`src/rtl/turbo_iter_ctrl_if.sv`:
```
// Handshake and SISO operand bundle for the turbo iteration controller.
// master = controller side, slave = stream source / SISO core / consumer side.
interface turbo_iter_ctrl_if #(
  parameter int unsigned K      = 8,
  parameter int unsigned LLR_W  = 4,
  parameter int unsigned EXT_W  = 10,
  parameter int unsigned ITER_W = 5
);
  logic                 in_valid_i;
  logic                 in_ready_o;
  logic [LLR_W-1:0]     in_sys_i;
  logic [LLR_W-1:0]     in_par1_i;
  logic [LLR_W-1:0]     in_par2_i;
  logic                 siso_start_o;
  logic [K*EXT_W-1:0]   siso_sys_o;
  logic [K*EXT_W-1:0]   siso_par_o;
  logic [K*EXT_W-1:0]   siso_apr_o;
  logic [K*EXT_W-1:0]   siso_llr_i;
  logic                 siso_done_i;
  logic                 out_valid_o;
  logic                 out_ready_i;
  logic [K-1:0]         out_bits_o;
  logic [ITER_W-1:0]    out_iters_o;
  logic                 out_early_o;

  modport master (
    input  in_valid_i, in_sys_i, in_par1_i, in_par2_i, siso_llr_i, siso_done_i, out_ready_i,
    output in_ready_o, siso_start_o, siso_sys_o, siso_par_o, siso_apr_o,
           out_valid_o, out_bits_o, out_iters_o, out_early_o
  );

  modport slave (
    output in_valid_i, in_sys_i, in_par1_i, in_par2_i, siso_llr_i, siso_done_i, out_ready_i,
    input  in_ready_o, siso_start_o, siso_sys_o, siso_par_o, siso_apr_o,
           out_valid_o, out_bits_o, out_iters_o, out_early_o
  );
endinterface

```
`src/rtl/turbo_iter_ctrl.sv`:
```
// Turbo decoder iteration controller: buffers one block, runs the SISO twice per
// iteration (natural / interleaved), keeps extrinsics and stops on stable decisions.
module turbo_iter_ctrl #(
  parameter int unsigned K          = 8,
  parameter int unsigned LLR_W      = 4,
  parameter int unsigned EXT_W      = 10,
  parameter int unsigned MAX_ITER   = 16,
  parameter int unsigned ITER_W     = 5,
  parameter int unsigned INTLV_MULT = 3
) (
  input  logic              clk_p_i,
  input  logic              reset_n_i,
  turbo_iter_ctrl_if.master bus
);

  localparam int unsigned CNT_W = (K > 1) ? $clog2(K) : 1;

  typedef enum logic [2:0] {LOAD, START1, WAIT1, START2, WAIT2, CHECK, OUT} state_t;
  typedef logic signed [EXT_W-1:0] llr_t;

  state_t             state;
  logic [CNT_W-1:0]   load_cnt;
  logic [ITER_W-1:0]  iter;
  logic [K-1:0]       hd, prev_hd;
  llr_t               sys_buf [K], par1_buf [K], par2_buf [K], ext1 [K], ext2 [K];
  llr_t               sys_w [K], par1_w [K], par2_w [K], ext1_w [K], ext2_w [K];

  logic               in_ready_q, siso_start_q, out_valid_q, out_early_q;
  logic [K*EXT_W-1:0] sys_q, par_q, apr_q;
  logic [K-1:0]       out_bits_q;
  logic [ITER_W-1:0]  out_iters_q;

  logic beat, last_beat, done1, done2, stop_early, stop_max, launch1;

  function automatic int unsigned pi_f(input int unsigned i);
    return (INTLV_MULT * i) % K;
  endfunction

  function automatic llr_t sxt(input logic [LLR_W-1:0] x);
    return llr_t'({{(EXT_W-LLR_W){x[LLR_W-1]}}, x});
  endfunction

  // One guard bit: overflow shows up as the top two bits disagreeing.
  function automatic llr_t sat_sub(input llr_t a, input llr_t b);
    logic signed [EXT_W:0] d;
    d = {a[EXT_W-1], a} - {b[EXT_W-1], b};
    if (d[EXT_W] != d[EXT_W-1])
      return d[EXT_W] ? llr_t'({1'b1, {(EXT_W-1){1'b0}}}) : llr_t'({1'b0, {(EXT_W-1){1'b1}}});
    return d[EXT_W-1:0];
  endfunction

  assign beat       = (state == LOAD) && in_ready_q && bus.in_valid_i;
  assign last_beat  = beat && (load_cnt == CNT_W'(K-1));
  assign done1      = (state == WAIT1) && bus.siso_done_i;
  assign done2      = (state == WAIT2) && bus.siso_done_i;
  assign stop_early = (iter >= ITER_W'(2)) && (hd == prev_hd);
  assign stop_max   = (iter == ITER_W'(MAX_ITER));
  assign launch1    = last_beat || ((state == CHECK) && !stop_early && !stop_max);

  // Next-cycle buffer contents, so a launch can use data written in the same cycle.
  always_comb begin
    sys_w  = sys_buf;
    par1_w = par1_buf;
    par2_w = par2_buf;
    ext1_w = ext1;
    ext2_w = ext2;
    if (beat) begin
      sys_w[load_cnt]  = sxt(bus.in_sys_i);
      par1_w[load_cnt] = sxt(bus.in_par1_i);
      par2_w[load_cnt] = sxt(bus.in_par2_i);
    end
    if (last_beat) begin
      ext1_w = '{default: '0};
      ext2_w = '{default: '0};
    end
    for (int unsigned i = 0; i < K; i++) begin
      if (done1) ext1_w[i] = sat_sub(bus.siso_llr_i[i*EXT_W +: EXT_W], apr_q[i*EXT_W +: EXT_W]);
      if (done2) ext2_w[i] = sat_sub(bus.siso_llr_i[i*EXT_W +: EXT_W], apr_q[i*EXT_W +: EXT_W]);
    end
  end

  always_ff @(posedge clk_p_i or negedge reset_n_i) begin
    if (!reset_n_i) begin
      state        <= LOAD;
      load_cnt     <= '0;
      iter         <= '0;
      hd           <= '0;
      prev_hd      <= '0;
      sys_buf      <= '{default: '0};
      par1_buf     <= '{default: '0};
      par2_buf     <= '{default: '0};
      ext1         <= '{default: '0};
      ext2         <= '{default: '0};
      in_ready_q   <= 1'b0;
      siso_start_q <= 1'b0;
      out_valid_q  <= 1'b0;
      out_early_q  <= 1'b0;
      sys_q        <= '0;
      par_q        <= '0;
      apr_q        <= '0;
      out_bits_q   <= '0;
      out_iters_q  <= '0;
    end else begin
      sys_buf      <= sys_w;
      par1_buf     <= par1_w;
      par2_buf     <= par2_w;
      ext1         <= ext1_w;
      ext2         <= ext2_w;
      siso_start_q <= 1'b0;

      case (state)
        LOAD: begin
          in_ready_q <= 1'b1;
          if (beat) load_cnt <= load_cnt + 1'b1;
          if (last_beat) begin
            load_cnt   <= '0;
            iter       <= '0;
            in_ready_q <= 1'b0;
            state      <= START1;
          end
        end
        START1: state <= WAIT1;
        WAIT1:  if (bus.siso_done_i) state <= START2;
        START2: state <= WAIT2;
        WAIT2: begin
          if (bus.siso_done_i) begin
            for (int unsigned i = 0; i < K; i++)
              hd[pi_f(i)] <= ~bus.siso_llr_i[i*EXT_W + EXT_W - 1];
            iter  <= iter + 1'b1;
            state <= CHECK;
          end
        end
        CHECK: begin
          if (stop_early || stop_max) begin
            out_valid_q <= 1'b1;
            out_bits_q  <= hd;
            out_iters_q <= iter;
            out_early_q <= stop_early;
            state       <= OUT;
          end else begin
            prev_hd <= hd;
            state   <= START1;
          end
        end
        OUT: begin
          if (bus.out_ready_i) begin
            out_valid_q <= 1'b0;
            in_ready_q  <= 1'b1;
            state       <= LOAD;
          end
        end
        default: state <= LOAD;
      endcase

      // Half 1: natural order, a-priori is ext2 scattered back through pi.
      if (launch1) begin
        siso_start_q <= 1'b1;
        for (int unsigned i = 0; i < K; i++) begin
          sys_q[i*EXT_W +: EXT_W]       <= sys_w[i];
          par_q[i*EXT_W +: EXT_W]       <= par1_w[i];
          apr_q[pi_f(i)*EXT_W +: EXT_W] <= ext2_w[i];
        end
      end

      // Half 2: interleaved order, parity-2 as encoded.
      if (done1) begin
        siso_start_q <= 1'b1;
        for (int unsigned i = 0; i < K; i++) begin
          sys_q[i*EXT_W +: EXT_W] <= sys_w[pi_f(i)];
          par_q[i*EXT_W +: EXT_W] <= par2_w[i];
          apr_q[i*EXT_W +: EXT_W] <= ext1_w[pi_f(i)];
        end
      end
    end
  end

  assign bus.in_ready_o   = in_ready_q;
  assign bus.siso_start_o = siso_start_q;
  assign bus.siso_sys_o   = sys_q;
  assign bus.siso_par_o   = par_q;
  assign bus.siso_apr_o   = apr_q;
  assign bus.out_valid_o  = out_valid_q;
  assign bus.out_bits_o   = out_bits_q;
  assign bus.out_iters_o  = out_iters_q;
  assign bus.out_early_o  = out_early_q;

endmodule
```
`src/flat_wrapper.sv`:
```
// flat-port wrapper written by rule: the top's interface ports become plain ports
module turbo_iter_ctrl_flat 
#(
  parameter int unsigned K          = 8,
  parameter int unsigned LLR_W      = 4,
  parameter int unsigned EXT_W      = 10,
  parameter int unsigned MAX_ITER   = 16,
  parameter int unsigned ITER_W     = 5,
  parameter int unsigned INTLV_MULT = 3
)
  (clk_p_i, reset_n_i, bus_in_valid_i, bus_in_sys_i, bus_in_par1_i, bus_in_par2_i, bus_siso_llr_i, bus_siso_done_i, bus_out_ready_i, bus_in_ready_o, bus_siso_start_o, bus_siso_sys_o, bus_siso_par_o, bus_siso_apr_o, bus_out_valid_o, bus_out_bits_o, bus_out_iters_o, bus_out_early_o);
  turbo_iter_ctrl_if #(.K(K), .LLR_W(LLR_W), .EXT_W(EXT_W), .ITER_W(ITER_W)) bus_i ();
  input  logic clk_p_i;
  input  logic reset_n_i;
  input wire logic [$bits(bus_i.in_valid_i)-1:0] bus_in_valid_i;
  input wire logic [$bits(bus_i.in_sys_i)-1:0] bus_in_sys_i;
  input wire logic [$bits(bus_i.in_par1_i)-1:0] bus_in_par1_i;
  input wire logic [$bits(bus_i.in_par2_i)-1:0] bus_in_par2_i;
  input wire logic [$bits(bus_i.siso_llr_i)-1:0] bus_siso_llr_i;
  input wire logic [$bits(bus_i.siso_done_i)-1:0] bus_siso_done_i;
  input wire logic [$bits(bus_i.out_ready_i)-1:0] bus_out_ready_i;
  output wire logic [$bits(bus_i.in_ready_o)-1:0] bus_in_ready_o;
  output wire logic [$bits(bus_i.siso_start_o)-1:0] bus_siso_start_o;
  output wire logic [$bits(bus_i.siso_sys_o)-1:0] bus_siso_sys_o;
  output wire logic [$bits(bus_i.siso_par_o)-1:0] bus_siso_par_o;
  output wire logic [$bits(bus_i.siso_apr_o)-1:0] bus_siso_apr_o;
  output wire logic [$bits(bus_i.out_valid_o)-1:0] bus_out_valid_o;
  output wire logic [$bits(bus_i.out_bits_o)-1:0] bus_out_bits_o;
  output wire logic [$bits(bus_i.out_iters_o)-1:0] bus_out_iters_o;
  output wire logic [$bits(bus_i.out_early_o)-1:0] bus_out_early_o;
  assign bus_i.in_valid_i = bus_in_valid_i;
  assign bus_i.in_sys_i = bus_in_sys_i;
  assign bus_i.in_par1_i = bus_in_par1_i;
  assign bus_i.in_par2_i = bus_in_par2_i;
  assign bus_i.siso_llr_i = bus_siso_llr_i;
  assign bus_i.siso_done_i = bus_siso_done_i;
  assign bus_i.out_ready_i = bus_out_ready_i;
  assign bus_in_ready_o = bus_i.in_ready_o;
  assign bus_siso_start_o = bus_i.siso_start_o;
  assign bus_siso_sys_o = bus_i.siso_sys_o;
  assign bus_siso_par_o = bus_i.siso_par_o;
  assign bus_siso_apr_o = bus_i.siso_apr_o;
  assign bus_out_valid_o = bus_i.out_valid_o;
  assign bus_out_bits_o = bus_i.out_bits_o;
  assign bus_out_iters_o = bus_i.out_iters_o;
  assign bus_out_early_o = bus_i.out_early_o;
  turbo_iter_ctrl #(.K(K), .LLR_W(LLR_W), .EXT_W(EXT_W), .MAX_ITER(MAX_ITER), .ITER_W(ITER_W), .INTLV_MULT(INTLV_MULT)) u_core (.clk_p_i(clk_p_i), .reset_n_i(reset_n_i), .bus(bus_i));
endmodule
```
`config.mk`:
```
export PLATFORM = sky130hd
export DESIGN_NAME = turbo_iter_ctrl_flat
export DESIGN_NICKNAME = d
export VERILOG_FILES = /design/src/rtl/turbo_iter_ctrl_if.sv /design/src/rtl/turbo_iter_ctrl.sv /design/src/flat_wrapper.sv
export SDC_FILE = /design/constraint.sdc
export NUM_CORES = 1
export LEC_CHECK = 0
export ABC_AREA = 1
export CELL_PAD_IN_SITES_DETAIL_PLACEMENT = 1
export CELL_PAD_IN_SITES_GLOBAL_PLACEMENT = 1
export CORE_ASPECT_RATIO = 0.75
export CORE_MARGIN = 1
export CORE_UTILIZATION = 38
export DETAILED_ROUTE_END_ITERATION = 8
export PLACE_DENSITY_LB_ADDON = 0.1
export SLEW_MARGIN = 20
export SYNTH_ARGS = -nofsm -noshare
export SYNTH_HDL_FRONTEND = slang
export SYNTH_SLANG_ARGS = --single-unit
```
`constraint.sdc`:
```
create_clock -name clk_p_i -period 2.8 [get_ports clk_p_i]
set_clock_uncertainty 0.2 [all_clocks]
set_input_delay 0.42 -clock clk_p_i [delete_from_list [all_inputs] [get_ports clk_p_i]]
set_output_delay 0.42 -clock clk_p_i [all_outputs]
set_load 0.03 [all_outputs]
```
-- Yosys cells after proc, flatten, opt, wreduce, memory -nomap -nowiden
Cells that the tools add are included.
- bits in registers: 684
- input port bits: 97
- output and inout port bits: 257
- word-level logic and storage cells: 233
- $add $sub $neg: 10
- magnitude comparators: 3
- eq/ne operators: 22
- multiplexer cells: 107
- bitwise logic cells: 10
- reductions and logical operators: 27
- operators with widths (kind ; number):
    $mux W80 ; 11
    $mux W10 ; 49
    $bwmux W80 ; 3
    $sub A10 B10 Y11 ; 8
    $demux W10 S3 ; 1
    $mux W1 ; 30
    $mux W3 ; 7
    $pmux W3 S7 ; 1
    $eq A3 B3 Y1 const B ; 4
    $mux W5 ; 2
    $pmux W5 S2 ; 1
    $reduce_and A2 Y1 ; 5
    $reduce_bool A2 Y1 ; 5
    $logic_and A1 B1 Y1 ; 9
    $not A1 Y1 ; 9
    $eq A8 B8 Y1 ; 1
    $ne A1 B1 Y1 ; 8
    $ne A2 B2 Y1 const B ; 4
    $eq A3 B2 Y1 const B ; 2
    $reduce_and A3 Y1 ; 2
    $add A5 B1 Y5 const B ; 1
    $eq A5 B5 Y1 const B ; 1
    $ge A5 B2 Y1 const B ; 1
    $ge A4 B4 Y1 const B ; 1
    10 further kinds ; 13

-- Longest topological paths before layout
- depth after elaboration: 9
- depth in mapped cells: 21
- gate-level depth less buffers: 20

-- Least setup slack after synthesis
No wires, ideal clock.
- kind: reg2reg
- start point: register u_core.apr_q[22], in the netlist u_core.bus.siso_apr_o[22]
- end point: register u_core.ext2[53] (netlist bit)
- library setup time: 0.119 ns
- arrival: 2.950 ns
- required time: 2.481 ns
- slack: -0.469 ns
- cell stages (with the launch flop): 18
- clock period less this slack: 3.269 ns
- path through: dfrtp_1 inv_1 ha_1 a21oi_1 nand2_1 nand3_1 nand3_1 nand2_1 nand2_1 a21oi_1 xor2_1 inv_1 ha_1 clkbuf_1 nand2_1 clkbuf_1 nand3_1 and2_1
- RTL lines (what ; line ; RTL):
    from (decl) ; turbo_iter_ctrl.sv:29 ; logic [K*EXT_W-1:0] sys_q, par_q, apr_q;
    from (signal, indexed assignment) ; turbo_iter_ctrl.sv:161 ; apr_q[pi_f(i)*EXT_W +: EXT_W] <= ext2_w[i];
    from (signal, indexed assignment) ; turbo_iter_ctrl.sv:171 ; apr_q[i*EXT_W +: EXT_W] <= ext1_w[pi_f(i)];
    to (signal assigned) ; turbo_iter_ctrl.sv:108 ; ext2 <= ext2_w;
    to (decl) ; turbo_iter_ctrl.sv:25 ; llr_t sys_buf [K], par1_buf [K], par2_buf [K], ext1 [K], ext2 [K];

==> flow_summary.yaml <==
floorplanning:
  initial_core_util_pct: 38.61
  core_um2: 75650
  num_io_pins: 354
  dieHeight_um: 242.1
  dieArea_um2: 77990
  rows: 87
  die_width_um: 322.1
yosys:
  async_flop_share_pct: 100.0
  synth-edff-count: 0
  syn_area_um2: 29210
  netlist_top_cells_area: "dfrtp_1 52%, nand2_1 16%, o21ai_0 4.6%"
  ys_ff_latch: 604
  yosysMostFrequentCell: "nand2_1"
  syn_inst: 3580
  yosysTopAreaCell: "dfrtp_1"
  syn_avg_cell_area_um2: 8.159
  yosysWarningCount: 0
  synth_common_cells: "1216 x nand2_1, 604 x dfrtp_1, 323 x inv_1, 268 x o21ai_0, 244 x nor2_1"
  ys_seq_area_share_pct: 51.75
  synth_nets: 3784
  synth.top_cell.area_share_pct: 51.75
  ys.flop_type: "dfrtp_1"
  ys_types: 43
critical_path:
  worst_ep_required_time_ns: 3.17
  rr_startpoint: "u_core.bus.siso_apr_o[44]"
  cp.arrival_ns: 3.57
  criticalPathCategory: "reg -> reg"
  crit_path_cell_trace: "inv_2, ha_4, a21o_1, a21boi_2, nand2_2, nand2_2, nand2_2, a21oi_2, xor2_1, inv_1, ha_4, buf_6, a21oi_4, o21ai_2, nand2_2, nand2_1, nand2_1, nand2_1, a22oi_1"
  crit_fanout: 4
  start_kind: "register"
  r2r_setup_slack_ns: -0.40
  crit_path_top_delay_cell: "dfrtp_2"
  cp_common_cell: "nand2_2"
  path_depth: 19
  r2r-end: "u_core.bus.siso_apr_o[43]"
  path_buf_inv: 3
  cpPeakStageDelay_ns: 0.42
  path_delay_family: "compound AO/OA/AOI/OAI gates"
  crit_path_end_kind: "register"
  rr_worst_depth: 19
routing:
  antenna_left: 0
  wl_um: 108100
  route.detailed.drc: 0
  drt-initial-drc-count: 1650
  wl_per_cell_um: 19.65
  dr.pass1.iters: 5
  vias: 27907
  routed_via_density: 5.072
clock_network:
  clkTransAtPathRegs_ns: 0.07
  cts_root_buffer: "clkbuf_16"
  cts_buffer_depth: 3
  clkLatencyLatePin_ns: 0.66
  cts_buffers: 61
  htreeDepth: 2
  cts_num_sinks: 604
  cts_tree: "yes"
timing:
  relSlewSlack_pct: 51.93
  final.period_utilization_pct: 114.2
  setup_ws_ns: -0.3977
  slew_viol_final: 0
  finalSetupViolations: 112
  tightest_slew_ns: 0.7210
  fmax_ghz: 0.3127
  hold_viol_final: 0
  min_period_ns: 3.198
  rsz0062_at_grt: "yes"
placed_design:
  place_congestion: 0.8651
  io_buffers: 353
  hpwl_um: 73650
worst_hold_path:
  hold_path_class: "in -> async"
run_status:
  violations: "setup timing"
  status: "complete, but fails checks"
power_and_ir_drop:
  p_comb_share_pct: 64.0
  seqPwrFrac_pct: 22.7
  power_leakage_nw: 21.55
  power.density_nw_per_um2: 1478
  total_power_w: 0.06340
  vdd_drop_max_mv: 0.6683
  clock_power_share_pct: 13.3
  intPower_w: 0.03511
  total_switching_power_w: 0.02828
  swShare_pct: 44.61
grt:
  antenna_found_initial: 4
  grt_start_max_net_pins: 129
  grt.total_usage_pct: 26.75
  grt_pass1_wl_um: 164300
  grt_overflow: 0
  grt_pass1_vias: 28760
final_layout:
  utilization_pct: 56.69
  nFillCells: 8764
  nets: 4629
  drive_gt1_share_pct: 27.65
  syn_to_final_growth_pct: 46.84
job:
  cap_violations: 0
how the worst max path moves through the flow:
stage,startpoint,endpoint,slack [ns]
floorplan,u_core.bus.siso_apr_o[4],u_core.bus.siso_apr_o[0],-0.1
global placement,bus_siso_llr_i[2],u_core.bus.siso_apr_o[7],-0.89
detailed placement,bus_siso_llr_i[10],u_core.bus.siso_apr_o[35],-0.97
CTS,u_core.bus.siso_apr_o[14],u_core.bus.siso_apr_o[38],-0.25
global route,u_core.bus.siso_apr_o[44],u_core.bus.siso_apr_o[43],-0.56
finish,u_core.bus.siso_apr_o[44],u_core.bus.siso_apr_o[43],-0.40
layer usage:
metal | wire, um | part of all wire, % | vias up | GRT usage, %
met3 | 4523 | 4.2 | 131 | 4.096
met4 | 2281 | 2.1 | 2 | 5.770
met1 | 52460 | 49 | 14042 | 39.70
met5 | 9 | 0.0083 | - | 0
li1 | - | - | 13191 | -
met2 | 48840 | 45 | 541 | 41.05
metrics by stage:
step | TNS, ns | worst slack (ns) | hold WS (ns) | std cells | cell area, um^2
finish | -19.94 | -0.3977 | 0.08889 | 5502 | 42890
global route | -38.15 | -0.5633 | 0.1142 | 5501 | 42890
CTS | -11.00 | -0.2543 | 0.1156 | 5455 | 41520
detailed placement | -109.75 | -0.9667 | 0.2223 | 5260 | 38130
global placement | -97.44 | -0.8877 | 0.2107 | 5260 | 38130
floorplan | -1.791 | -0.09570 | -0.07559 | 3580 | 29920
layout by cell type, fill, tap and decap left out, types with 15 or more instances in the layout:
cell type,count
a21oi_1,84
a21oi_2,68
a31oi_1,16
buf_12,54
buf_4,497
buf_6,40
clkbuf_1,15
clkbuf_16,62
clkdlybuf4s50_1,352
clkinv_2,16
dfrtp_1,555
dfrtp_2,49
ha_1,53
ha_4,41
inv_1,267
inv_2,54
nand2_1,1098
nand2_2,92
nand2_4,33
nand3_1,83
nand3_2,42
nand4_1,18
nor2_1,232
o21ai_0,214
o21ai_1,101
o21ai_2,42
o31ai_1,60
or2_4,17
power by group through the flow:
| stage | clock [W] | sequential (W) | combinational, W |
|---|---|---|---|
| 2_1_floorplan | 0 | 0.0170 | 0.0154 |
| 3_3_place_gp | 0 | 0.0143 | 0.0310 |
| 3_5_place_dp | 0 | 0.0144 | 0.0318 |
| 4_1_cts | 0.00859 | 0.0144 | 0.0358 |
| 5_1_grt | 0.00891 | 0.0147 | 0.0437 |
| 6_report | 0.00842 | 0.0144 | 0.0406 |
area by class of cell:
| type | instances | area [um^2] | share of cell area (%) |
|---|---|---|---|
| diodes | 2 | 5.005 | 0.01167 |
| clock buffers | 89 | 1762 | 4.108 |
| clock inverters | 26 | 279.0 | 0.6506 |
| inverters | 339 | 1345 | 3.136 |
| multi-input cells | 2470 | 14150 | 32.99 |
| flip-flops and latches | 604 | 15180 | 35.38 |
| well taps | 1023 | 1280 | 2.984 |
| repair buffers | 949 | 8894 | 20.74 |
registers in the layout (all words and copies together), names as in the netlist:
| register | flops |
|---|---|
| u_core.bus.siso_sys_o | 80 |
| u_core.prev_hd | 8 |
| u_core.bus.out_bits_o | 8 |
| u_core.load_cnt | 3 |
| u_core.hd | 8 |
| u_core.state | 3 |
| u_core.bus.siso_par_o | 80 |
| u_core.sys_buf | 80 |
| u_core.bus.in_ready_o | 1 |
| u_core.bus.out_valid_o | 1 |
| u_core.bus.siso_apr_o | 80 |
| u_core.par1_buf | 80 |
| u_core.par2_buf | 80 |
| u_core.ext2 | 80 |
| u_core.bus.siso_start_o | 1 |
| u_core.iter | 5 |
| u_core.bus.out_iters_o | 5 |
| u_core.bus.out_early_o | 1 |
logic make-up after synthesis:
logic type | synth area share (%)
AND/OR/NAND/NOR | 22.89
AO/OA/AOI/OAI | 12.68
flip-flops | 51.75
buffers and inverters | 7.150
adder cells (fa/ha/maj) | 4.789
XOR/XNOR | 0.7497
timing repair:
action / in CTS / in global routing
cloned: 2 / 3
hold endpoints to repair: 118 / 0
pin swaps: 147 / 186
setup endpoints to repair: 130 / 182
setup buffers: 80 / 50
hold buffers: 1 / 0
gates resized for setup: 213 / 263
(Power assumes the default switching activity.)
